**src/rtl/bg_theme_ctrl.sv**
```systemverilog
// Background fill-colour controller: arbitrates colour requests and applies them on frame boundaries.
// Define BG_THEME_FADE_EN to fade one nibble step per frame instead of a one-step apply.
module bg_theme_ctrl #(
   parameter logic [11:0] DEFAULT_RGB = 12'h888
) (
   input  logic        clk,
   input  logic        rst_n,
   input  logic        vblnk,
   input  logic [1:0]  req,
   input  logic [11:0] color0,
   input  logic [11:0] color1,
   output logic [1:0]  ack,
   output logic        busy,
   output logic [11:0] fill_rgb,
   output logic [7:0]  frame_cnt
);

   localparam logic [1:0] S_IDLE  = 2'd0;
   localparam logic [1:0] S_WAIT  = 2'd1;
   localparam logic [1:0] S_APPLY = 2'd2;

   logic [1:0]  r_state;
   logic        r_vblnk_d;
   logic [11:0] r_target;
   logic [11:0] r_fill;
   logic [1:0]  r_ack;
   logic [7:0]  r_cnt;
   logic        r_ptr;

   logic        w_tick;
   logic        w_gnt1;
   logic [11:0] w_color;

   assign w_tick = vblnk & ~r_vblnk_d;

   // Contention goes to the pointer; a lone request always wins.
   always_comb begin
      w_gnt1 = 1'b0;
      if (req == 2'b11) w_gnt1 = r_ptr;
      else              w_gnt1 = req[1];
   end

   assign w_color = w_gnt1 ? color1 : color0;

`ifdef BG_THEME_FADE_EN
   function automatic logic [3:0] f_step(input logic [3:0] c, input logic [3:0] t);
      if (c < t)      f_step = c + 4'd1;
      else if (c > t) f_step = c - 4'd1;
      else            f_step = c;
   endfunction
`endif

   always_ff @(posedge clk or negedge rst_n) begin
      if (!rst_n) begin
         r_state   <= S_IDLE;
         r_vblnk_d <= 1'b1;
         r_target  <= DEFAULT_RGB;
         r_fill    <= DEFAULT_RGB;
         r_ack     <= 2'b00;
         r_cnt     <= 8'd0;
         r_ptr     <= 1'b0;
      end else begin
         r_vblnk_d <= vblnk;
         r_ack     <= 2'b00;
         if (w_tick) r_cnt <= r_cnt + 8'd1;
         case (r_state)
            S_IDLE: begin
               if (req != 2'b00) begin
                  r_ack    <= w_gnt1 ? 2'b10 : 2'b01;
                  r_target <= w_color;
                  r_ptr    <= ~w_gnt1;
                  r_state  <= S_WAIT;
               end
            end
            S_WAIT: begin
               if (w_tick) r_state <= S_APPLY;
            end
            S_APPLY: begin
`ifdef BG_THEME_FADE_EN
               if (r_fill == r_target) begin
                  r_state <= S_IDLE;
               end else if (w_tick) begin
                  r_fill <= {f_step(r_fill[11:8], r_target[11:8]),
                             f_step(r_fill[7:4],  r_target[7:4]),
                             f_step(r_fill[3:0],  r_target[3:0])};
               end
`else
               r_fill  <= r_target;
               r_state <= S_IDLE;
`endif
            end
            default: r_state <= S_IDLE;
         endcase
      end
   end

   assign ack       = r_ack;
   assign busy      = (r_state != S_IDLE);
   assign fill_rgb  = r_fill;
   assign frame_cnt = r_cnt;

endmodule

```
**config.mk**
```make
export PLATFORM = sky130hd
export DESIGN_NAME = bg_theme_ctrl
export DESIGN_NICKNAME = d
export VERILOG_FILES = /design/src/rtl/bg_theme_ctrl.sv
export SDC_FILE = /design/constraint.sdc
export NUM_CORES = 1
export LEC_CHECK = 0
export BUFFER_PORTS_ARGS = -buffer_cell sky130_fd_sc_hd__buf_2
export CELL_PAD_IN_SITES_DETAIL_PLACEMENT = 1
export CELL_PAD_IN_SITES_GLOBAL_PLACEMENT = 1
export CORE_UTILIZATION = 39
export CTS_CLUSTER_DIAMETER = 40
export CTS_CLUSTER_SIZE = 40
export DETAILED_ROUTE_END_ITERATION = 10
export PLACE_DENSITY = 0.8
export SYNTH_ARGS = -nofsm -noshare
export SYNTH_HDL_FRONTEND = slang
export SYNTH_SLANG_ARGS = --single-unit
```
**constraint.sdc**
```tcl
create_clock -name clk -period 1.65 [get_ports clk]
set_input_delay 0.33 -clock clk [delete_from_list [all_inputs] [get_ports clk]]
set_output_delay 0.33 -clock clk [all_outputs]
set_load 0.005 [all_outputs]
```
==> impl_metrics.tcl, run 1 <==
set metrics [dict create \
    end_kind "primary output" \
    powerDensity_nw_per_um2 1740 \
    drc_errors 0 \
    clock-sinks 38 \
    yosys.area.top_type "dfrtp_1" \
    slew-limit-headroom_pct 58.3 \
    clk_pin_slew_ns 0.08 \
    netlist_area_um2 1680 \
    final_layout_size_suffix_gt1_share_pct 48.7 \
    routed_wl_um 4340 \
    period_needed_ns 1.52 \
    yosys_warnings 0 \
    syn2layout_area_growth_pct 26.5 \
    ff2ff_setup_slack_ns 0.21 \
    crit_arrival_ns 1.19 \
    async_flop_share_pct 100 \
    finalMaxSlewViolations 0 \
    grt_overflow 0 \
    tightestPinTransition_ns 0.626 \
    seq_area_frac_synth_pct 57.0 \
    numPortBuffers 51 \
    io_pins 52 \
    fin_nets 228 \
    finalClockSkew_ns 0.00761 \
    die_area_um2 4580 \
    dr.pass1.iters 5 \
    setup_viol 0 \
    hpwlAfterDp_um 3210 \
    synth_area_leaders "dfrtp_1 (46%), dfstp_2 (11%), mux2_2 (8.0%)" \
    highest_layer "met4" \
    ir_worst_vdd_v 0.000743 \
    htree_num_levels 2 \
    outcome "complete, no violations" \
    power_mw 3.70 \
    m1WireLength_um 1640 \
    syn_avg_cell_area_um2 11.9 \
    row_count 23 \
    post_dp_cell_area_um2 2010 \
    hold_viol_final 0 \
    place_ws_ns 0.135 \
    ant_nets 0 \
    synth_cells 141 \
    grt_first_pass_wirelength_um 6920 \
    wl_met2_um 2420 \
    core_area_um2 4060 \
    crit_fanout 5 \
    grt_start_max_net_pins 16 \
    post-route-util_pct 52.5 \
    synth_edf_count 0 \
    cts_buffers 5 \
    first_global_vias 1424 \
    clock.fmax_ghz 0.659 \
    place.gp.congestion 0.822 \
    vias 1322 \
    synth_top_area_share_pct 46.1 \
    cap_violations 0 \
    wl_per_cell_um 17.4 \
    critPathKind "reg -> out" \
    yosysUniqueCellTypes 27 \
    required_ns 1.32 \
    ys_dominant_reg_cell "dfrtp_1" \
    cts_tree "done" \
    viasPerCell 5.31 \
    grt_usage_pct 21.6 \
    wl_met3_um 197 \
    cts_max_path_buffers 2 \
    cts-root-buf "clkbuf_8" \
    drtIter0Drc 75 \
    die_w_um 67.7 \
    post_cts_buffers 0 \
    setup_slack_ns 0.132 \
    filler_cell_count 468 \
    grt_setup_unrepaired "false" \
    antenna_found_initial 0 \
    startpoint_type "register" \
    clock_latency_ns 0.30 \
    antenna_cells 0 \
    synth_nets 171 \
    setup_tns_ns 0 \
    synth-seq-cells 38 \
    leakagePower_nw 0.956 \
    period_share_pct 92.0 \
    fin_area_um2 2130 \
    hold_class "in -> reg" \
    die-height_um 67.7 \
    start_util_pct 41.5 \
]
## cells in the final DEF, fill, tap and decap left out, drive strengths merged
master,netlist,routed
nand4,3,3
nor3b,1,1
xor2,1,1
ha,1,1
and2,1,1
nor2,2,2
clkbuf,4,8
nand3,12,12
dfrtp,31,31
and4b,1,1
nor2b,2,2
mux2,13,13
nor3,1,1
o21ai,13,13
nand2,4,4
a21oi,14,14
dfstp,7,7
a31oi,12,12
or2,1,1
and3,1,1
xnor2,6,6
dlygate4sd3,0,1
nand2b,3,3
inv,2,2
buf,5,58
## registers in the layout, summed over array words and instances (netlist names)
signal,count
ack,2
fill_rgb,12
frame_cnt,8
r_ptr,1
r_state,2
r_target,12
r_vblnk_d,1
## worst max-delay path: stages, from the launching register on
cell and delay, ns:
dfrtp_1 0.40, nor2_2 0.24, inv_1 0.10, buf_2 0.14
## logic make-up (layout without fill, tap and decap cells)
family | Yosys count | in the layout | share of synthesized area [%]
AND/OR/NAND/NOR | 32 | 32 | 10.5
buffers and inverters | 11 | 69 | 3.20
multiplexers | 13 | 13 | 8.70
adder cells (fa/ha/maj) | 1 | 1 | 0.743
AO/OA/AOI/OAI | 39 | 39 | 16.2
XOR/XNOR | 7 | 7 | 3.64
flip-flops | 38 | 38 | 57.0
## timing repair
action | in CTS | in global routing
resized for setup | 0 | 1
setup endpoints to repair | 0 | 1
hold buffers | 1 | 0
hold endpoints to repair | 10 | 0
## routing by layer
layer | GRT usage (%) | vias to the layer above
li1 | - | 619
met1 | 22.3 | 658
met2 | 41.0 | 37
met3 | 5.91 | 8
met4 | 7.45 | 0
met5 | 0 | -
## Yosys cell counts, types with 3 or more instances
cell and n:
nand3_1 12, a31oi_2 10, dfstp_2 7, nand2b_1 3, xnor2_1 6, o21ai_0 13, dfrtp_1 31, mux2_2 12
nand2_1 4, buf_2 4, clkbuf_1 4, nand4_1 3, a21oi_1 14
## worst paths after layout
check | startpoint | endpoint | depth (start not counted)
max in group asynchronous | rst_n | r_target[7]$_DFFE_PN1P_ | 3
min in group asynchronous | rst_n | r_target[10]$_DFFE_PN0P_ | 2
setup reg to reg | r_state[0]$_DFFE_PN0P_ | fill_rgb[2]$_DFFE_PN0N_ | 2
hold / removal | vblnk | r_vblnk_d$_DFF_PN1_ | 1
hold reg to reg | frame_cnt[7]$_DFFE_PN0P_ | frame_cnt[7]$_DFFE_PN0P_ | 1
setup / recovery | r_state[0]$_DFFE_PN0P_ | busy | 3
## power by group
part           internal (mW)  switching [mW]  total, mW
Combinational          0.651           0.646       1.30
Clock                  0.422           0.324      0.746
Sequential              1.40           0.260       1.66
## cell type report
cell class / count / area [um2] / area share, %
clock buffers: 8 / 110 / 5.17
inverters: 2 / 7.51 / 0.353
multi-input cells: 92 / 672 / 31.6
flip-flops and latches: 38 / 960 / 45.1
well taps: 50 / 62.6 / 2.94
repair buffers: 59 / 318 / 14.9
## through the flow
| stage | hold WS [ns] | cells |
|---|---|---|
| floorplan | 0.0344 | 141 |
| global placement | 0.232 | 240 |
| detailed placement | 0.246 | 240 |
| CTS | 0.151 | 249 |
| global route | 0.148 | 249 |
| finish | 0.155 | 249 |
(Power assumes the default switching activity.)
==> run 2: changes to the inputs <==
--- a/config.mk
+++ b/config.mk
@@ -8,6 +8,7 @@
 export BUFFER_PORTS_ARGS = -buffer_cell sky130_fd_sc_hd__buf_2
 export CELL_PAD_IN_SITES_DETAIL_PLACEMENT = 1
 export CELL_PAD_IN_SITES_GLOBAL_PLACEMENT = 1
+export CORE_ASPECT_RATIO = 1.1
 export CORE_UTILIZATION = 39
 export CTS_CLUSTER_DIAMETER = 40
 export CTS_CLUSTER_SIZE = 40
==> impl_metrics.tcl, run 2 (same netlist as run 1, synthesis figures left out) <==
set metrics [dict create \
    slowest_delay_ns 0.40 \
    drtIter0Drc 57 \
    die-height_um 70.9 \
    core_area_um2 4050 \
    leakagePower_nw 0.940 \
    drc_errors 0 \
    place.gp.congestion 0.790 \
    ant_nets 0 \
    ir_worst_vdd_v 0.000648 \
    clock-sinks 38 \
    fin_nets 226 \
    m1WireLength_um 1780 \
    row_count 24 \
    finalMaxSlewViolations 0 \
    clk_pin_slew_ns 0.07 \
    io_pins 52 \
    required_ns 1.32 \
    hpwlAfterDp_um 3240 \
    grt_overflow 0 \
    highest_layer "met4" \
    end_kind "primary output" \
    cap_violations 0 \
    grt_usage_pct 21.2 \
    cts_max_path_buffers 2 \
    crit_chain "nor2_1 -> buf_4 -> inv_1 -> buf_2" \
    power_mw 3.61 \
    finalNonFillerCells 249 \
    vias 1320 \
    die_w_um 64.6 \
    cts_tree "done" \
    crit_arrival_ns 1.24 \
    crit_fanout 16 \
    post_dp_cell_area_um2 2010 \
    grt_first_pass_wirelength_um 7160 \
    grt_start_max_net_pins 22 \
    startpoint_type "register" \
    clock_latency_ns 0.29 \
    powerDensity_nw_per_um2 1710 \
    numPortBuffers 51 \
    tightestPinTransition_ns 0.643 \
    cts-root-buf "clkbuf_8" \
    viasPerCell 5.30 \
    wl_per_cell_um 17.5 \
    grt_setup_unrepaired "false" \
    place_ws_ns 0.200 \
    hold_class "in -> reg" \
    routed_wl_um 4370 \
    clock.fmax_ghz 0.639 \
    layout_commonest_cell "buf_2" \
    outcome "complete, no violations" \
    period_share_pct 94.9 \
    htree_num_levels 2 \
    period_needed_ns 1.57 \
    dr.pass1.iters 4 \
    wl_met2_um 2360 \
    final_layout_size_suffix_gt1_share_pct 47.2 \
    setup_slack_ns 0.0849 \
    syn2layout_area_growth_pct 25.3 \
    antenna_cells 0 \
    slew-limit-headroom_pct 57.2 \
    hold_viol_final 0 \
    layout_common_cells "buf_2 (51), dfrtp_1 (31), a21oi_1 (14), o21ai_0 (13)" \
    critPathKind "reg -> out" \
    antenna_found_initial 0 \
    first_global_vias 1455 \
    setup_viol 0 \
    die_area_um2 4580 \
    finalClockSkew_ns 0.00459 \
    cts_buffers 5 \
    start_util_pct 41.5 \
    wl_met3_um 177 \
    cp_slowest_cell "dfrtp_1" \
    dp.cells 240 \
    fin_area_um2 2110 \
    setup_tns_ns 0 \
]
run 2: cell count changes in the layout (fill, tap and decap cells not counted), sizes merged:
cell	before	now
clkbuf	8	7
buf	58	56
clkinv	0	1
run 2: path summary, 6_finish.rpt:
path | from | to | slack [ns] | cells past startpoint
worst max-delay path | r_state[0]$_DFFE_PN0P_ | busy | 0.08 | 4
worst min-delay path | vblnk | r_vblnk_d$_DFF_PN1_ | 0.17 | 1
max in group asynchronous | rst_n | r_vblnk_d$_DFF_PN1_ | 0.59 | 3
worst max register to register | r_state[0]$_DFFE_PN0P_ | fill_rgb[8]$_DFFE_PN0N_ | 0.21 | 2
min in group asynchronous | rst_n | fill_rgb[8]$_DFFE_PN0N_ | 0.53 | 2
worst min register to register | frame_cnt[7]$_DFFE_PN0P_ | frame_cnt[7]$_DFFE_PN0P_ | 0.46 | 1
run 2: repair_timing:
action / 4_1_cts / 5_1_grt
setup buffers: 0 / 0
resized for setup: 0 / 0
endpoints found under the hold margin: 13 / 0
hold buffers: 1 / 0
run 2: power by group:
part	leakage (nW)	switching (mW)	internal (mW)
clock network	0.0482	0.302	0.337
logic	0.449	0.663	0.635
registers	0.443	0.272	1.40
run 2: critical path, delay by kind of cell, from the launching register on:
| kind | cells | cell delay, ns |
|---|---|---|
| buf+inv | 3 | 0.43 |
| flops | 1 | 0.40 |
| simple gates | 1 | 0.12 |
run 2: area by class of cell:
class / instances / area [um2]
clock inverter: 1 / 5.00
timing repair buffer: 57 / 315
sequential: 38 / 960
inverter: 2 / 7.51
fill: 460 / 1950
tap: 52 / 65.1
clock buffer: 7 / 86.3
multi-input combinational: 92 / 669
run 2: metal layers:
metal | vias up | GRT usage [%]
met2 | 39 | 37.3
li1 | 612 | -
met1 | 663 | 24.8
met5 | - | 0
met3 | 6 | 4.19
met4 | 0 | 9.14
run 2: through the flow:
stage          hold WS [ns]  utilization [%]
4_1_cts               0.161             52.0
3_5_place_dp          0.284             49.5
5_1_grt               0.166             52.0
2_1_floorplan        0.0344                -
6_report              0.169             52.0
3_3_place_gp          0.285             49.5
==> run 3: changes to the inputs <==
--- a/config.mk
+++ b/config.mk
@@ -9,11 +9,11 @@
 export CELL_PAD_IN_SITES_DETAIL_PLACEMENT = 1
 export CELL_PAD_IN_SITES_GLOBAL_PLACEMENT = 1
 export CORE_ASPECT_RATIO = 1.1
-export CORE_UTILIZATION = 39
+export CORE_UTILIZATION = 35
 export CTS_CLUSTER_DIAMETER = 40
 export CTS_CLUSTER_SIZE = 40
 export DETAILED_ROUTE_END_ITERATION = 10
-export PLACE_DENSITY = 0.8
+export PLACE_DENSITY = 0.74
 export SYNTH_ARGS = -nofsm -noshare
 export SYNTH_HDL_FRONTEND = slang
 export SYNTH_SLANG_ARGS = --single-unit
==> impl_metrics.tcl, run 3 (same netlist as run 1, synthesis figures left out) <==
set metrics [dict create \
    power.share.clock_pct 21.0 \
    powerDensity_nw_per_um2 1730 \
    first_global_vias 1291 \
    grt_setup_unrepaired "false" \
    finalMaxSlewViolations 0 \
    required_ns 1.32 \
    internal-power_mw 2.48 \
    startpoint_type "register" \
    place_ws_ns 0.0366 \
    tightestPinTransition_ns 0.633 \
    die_w_um 68.1 \
    power_mw 3.68 \
    path_buf_inv 3 \
    die-height_um 74.7 \
    fin_nets 225 \
    row_count 26 \
    swShare_pct 32.6 \
    final_layout_size_suffix_gt1_share_pct 48.0 \
    htree_num_levels 2 \
    crit_arrival_ns 1.26 \
    cts_buffers 5 \
    drc_errors 0 \
    outcome "complete, no violations" \
    hpwlAfterDp_um 2800 \
    leakagePower_nw 0.948 \
    slew-limit-headroom_pct 57.8 \
    routed_wl_um 3990 \
    cts_max_path_buffers 2 \
    setup_viol 0 \
    finalClockSkew_ns 0.00861 \
    antenna_found_initial 0 \
    vias 1317 \
    wl_per_cell_um 15.8 \
    clock_latency_ns 0.29 \
    cp_slowest_cell "dfrtp_1" \
    io_pins 52 \
    p_comb_share_pct 34.1 \
    ir_worst_vdd_v 0.000714 \
    viasPerCell 5.23 \
    pwr-share-seq_pct 45.0 \
    numPortBuffers 51 \
    slowest_delay_ns 0.41 \
    clock-sinks 38 \
    grt_first_pass_wirelength_um 6250 \
    crit_fanout 16 \
    die_area_um2 5090 \
    drtIter0Drc 49 \
    end_kind "primary output" \
    crit_chain "nor2_1 -> buf_6 -> inv_1 -> buf_2" \
    clock.fmax_ghz 0.629 \
    cts-root-buf "clkbuf_8" \
    start_util_pct 36.4 \
    ant_nets 0 \
    hold_class "in -> reg" \
    syn2layout_area_growth_pct 26.5 \
    antenna_cells 0 \
    setup_tns_ns 0 \
    dr.pass1.iters 4 \
    clk_pin_slew_ns 0.08 \
    grt_start_max_net_pins 39 \
    cap_violations 0 \
    period_share_pct 96.4 \
    power_switching_mw 1.20 \
    layout_commonest_cell "buf_2" \
    hold_viol_final 0 \
    critPathKind "reg -> out" \
    grt_overflow 0 \
    setup_slack_ns 0.0600 \
    layout_common_cells "buf_2 (51), dfrtp_1 (31), a21oi_1 (14), o21ai_0 (13)" \
    cts_tree "done" \
    core_area_um2 4620 \
    period_needed_ns 1.59 \
    grt_usage_pct 17.1 \
    crit_family "flip-flops" \
    place.gp.congestion 0.837 \
]
==> run 3: cell types whose count changed in the layout (fill, tap and decap cells not counted) <==
cell / delta
buf_4: -2
buf_6: +1
bufinv_16: +1
clkbuf_1: -1
clkbuf_8: -1
clkinv_2: +1
nor2b_1: -1
nor2b_2: +1
==> run 3: final timing paths <==
check | endpoint | slack (ns) | start | depth (start not counted)
worst max-delay path | busy | 0.06 | r_state[0]$_DFFE_PN0P_ | 4
worst min-delay path | r_vblnk_d$_DFF_PN1_ | 0.16 | vblnk | 1
worst max register to register | fill_rgb[1]$_DFFE_PN0N_ | 0.21 | r_state[0]$_DFFE_PN0P_ | 2
worst min register to register | frame_cnt[7]$_DFFE_PN0P_ | 0.47 | frame_cnt[7]$_DFFE_PN0P_ | 1
max in group asynchronous | fill_rgb[11]$_DFFE_PN1N_ | 0.86 | rst_n | 3
min in group asynchronous | frame_cnt[6]$_DFFE_PN0P_ | 0.53 | rst_n | 3
==> run 3: metal layers <==
layer / wire length [um] / global-route usage (%) / vias to the layer above
met4: 68 / 6.71 / 0
met3: 188 / 4.09 / 6
met1: 1650 / 22.1 / 655
met2: 2090 / 27.3 / 38
met5: 0 / 0 / -
li1: - / - / 618
==> run 3: power by group through the flow <==
stage | combinational [mW] | sequential [mW] | clock (mW)
2_1_floorplan | 0.770 | 1.64 | 0
3_3_place_gp | 1.19 | 1.64 | 0
3_5_place_dp | 1.25 | 1.67 | 0
4_1_cts | 1.26 | 1.65 | 0.797
5_1_grt | 1.39 | 1.71 | 0.834
6_report | 1.25 | 1.65 | 0.771
==> run 3: what timing repair did <==
action                                  CTS  global route
hold endpoints to repair                 12             0
setup buffers                             0             0
resized for setup                         0             2
hold buffers                              1             0
endpoints found under the setup margin    0            11
==> run 3: layout make-up <==
cell class	count	area, um2
clock buffers	5	68.8
flip-flops and latches	38	960
inverters	2	7.51
multi-input cells	92	672
well taps	56	70.1
repair buffers	56	312
fillers	527	2490
clock inverters	3	40.0
==> run 3: stage by stage <==
step                cells  instance area (um2)  hold slack [ns]  utilization [%]
floorplan             141                 1680           0.0344                -
global placement      243                 2000            0.306             43.4
detailed placement    243                 2000            0.317             43.4
CTS                   252                 2120            0.156             46.0
global route          252                 2130            0.165             46.1
finish                252                 2130            0.164             46.1
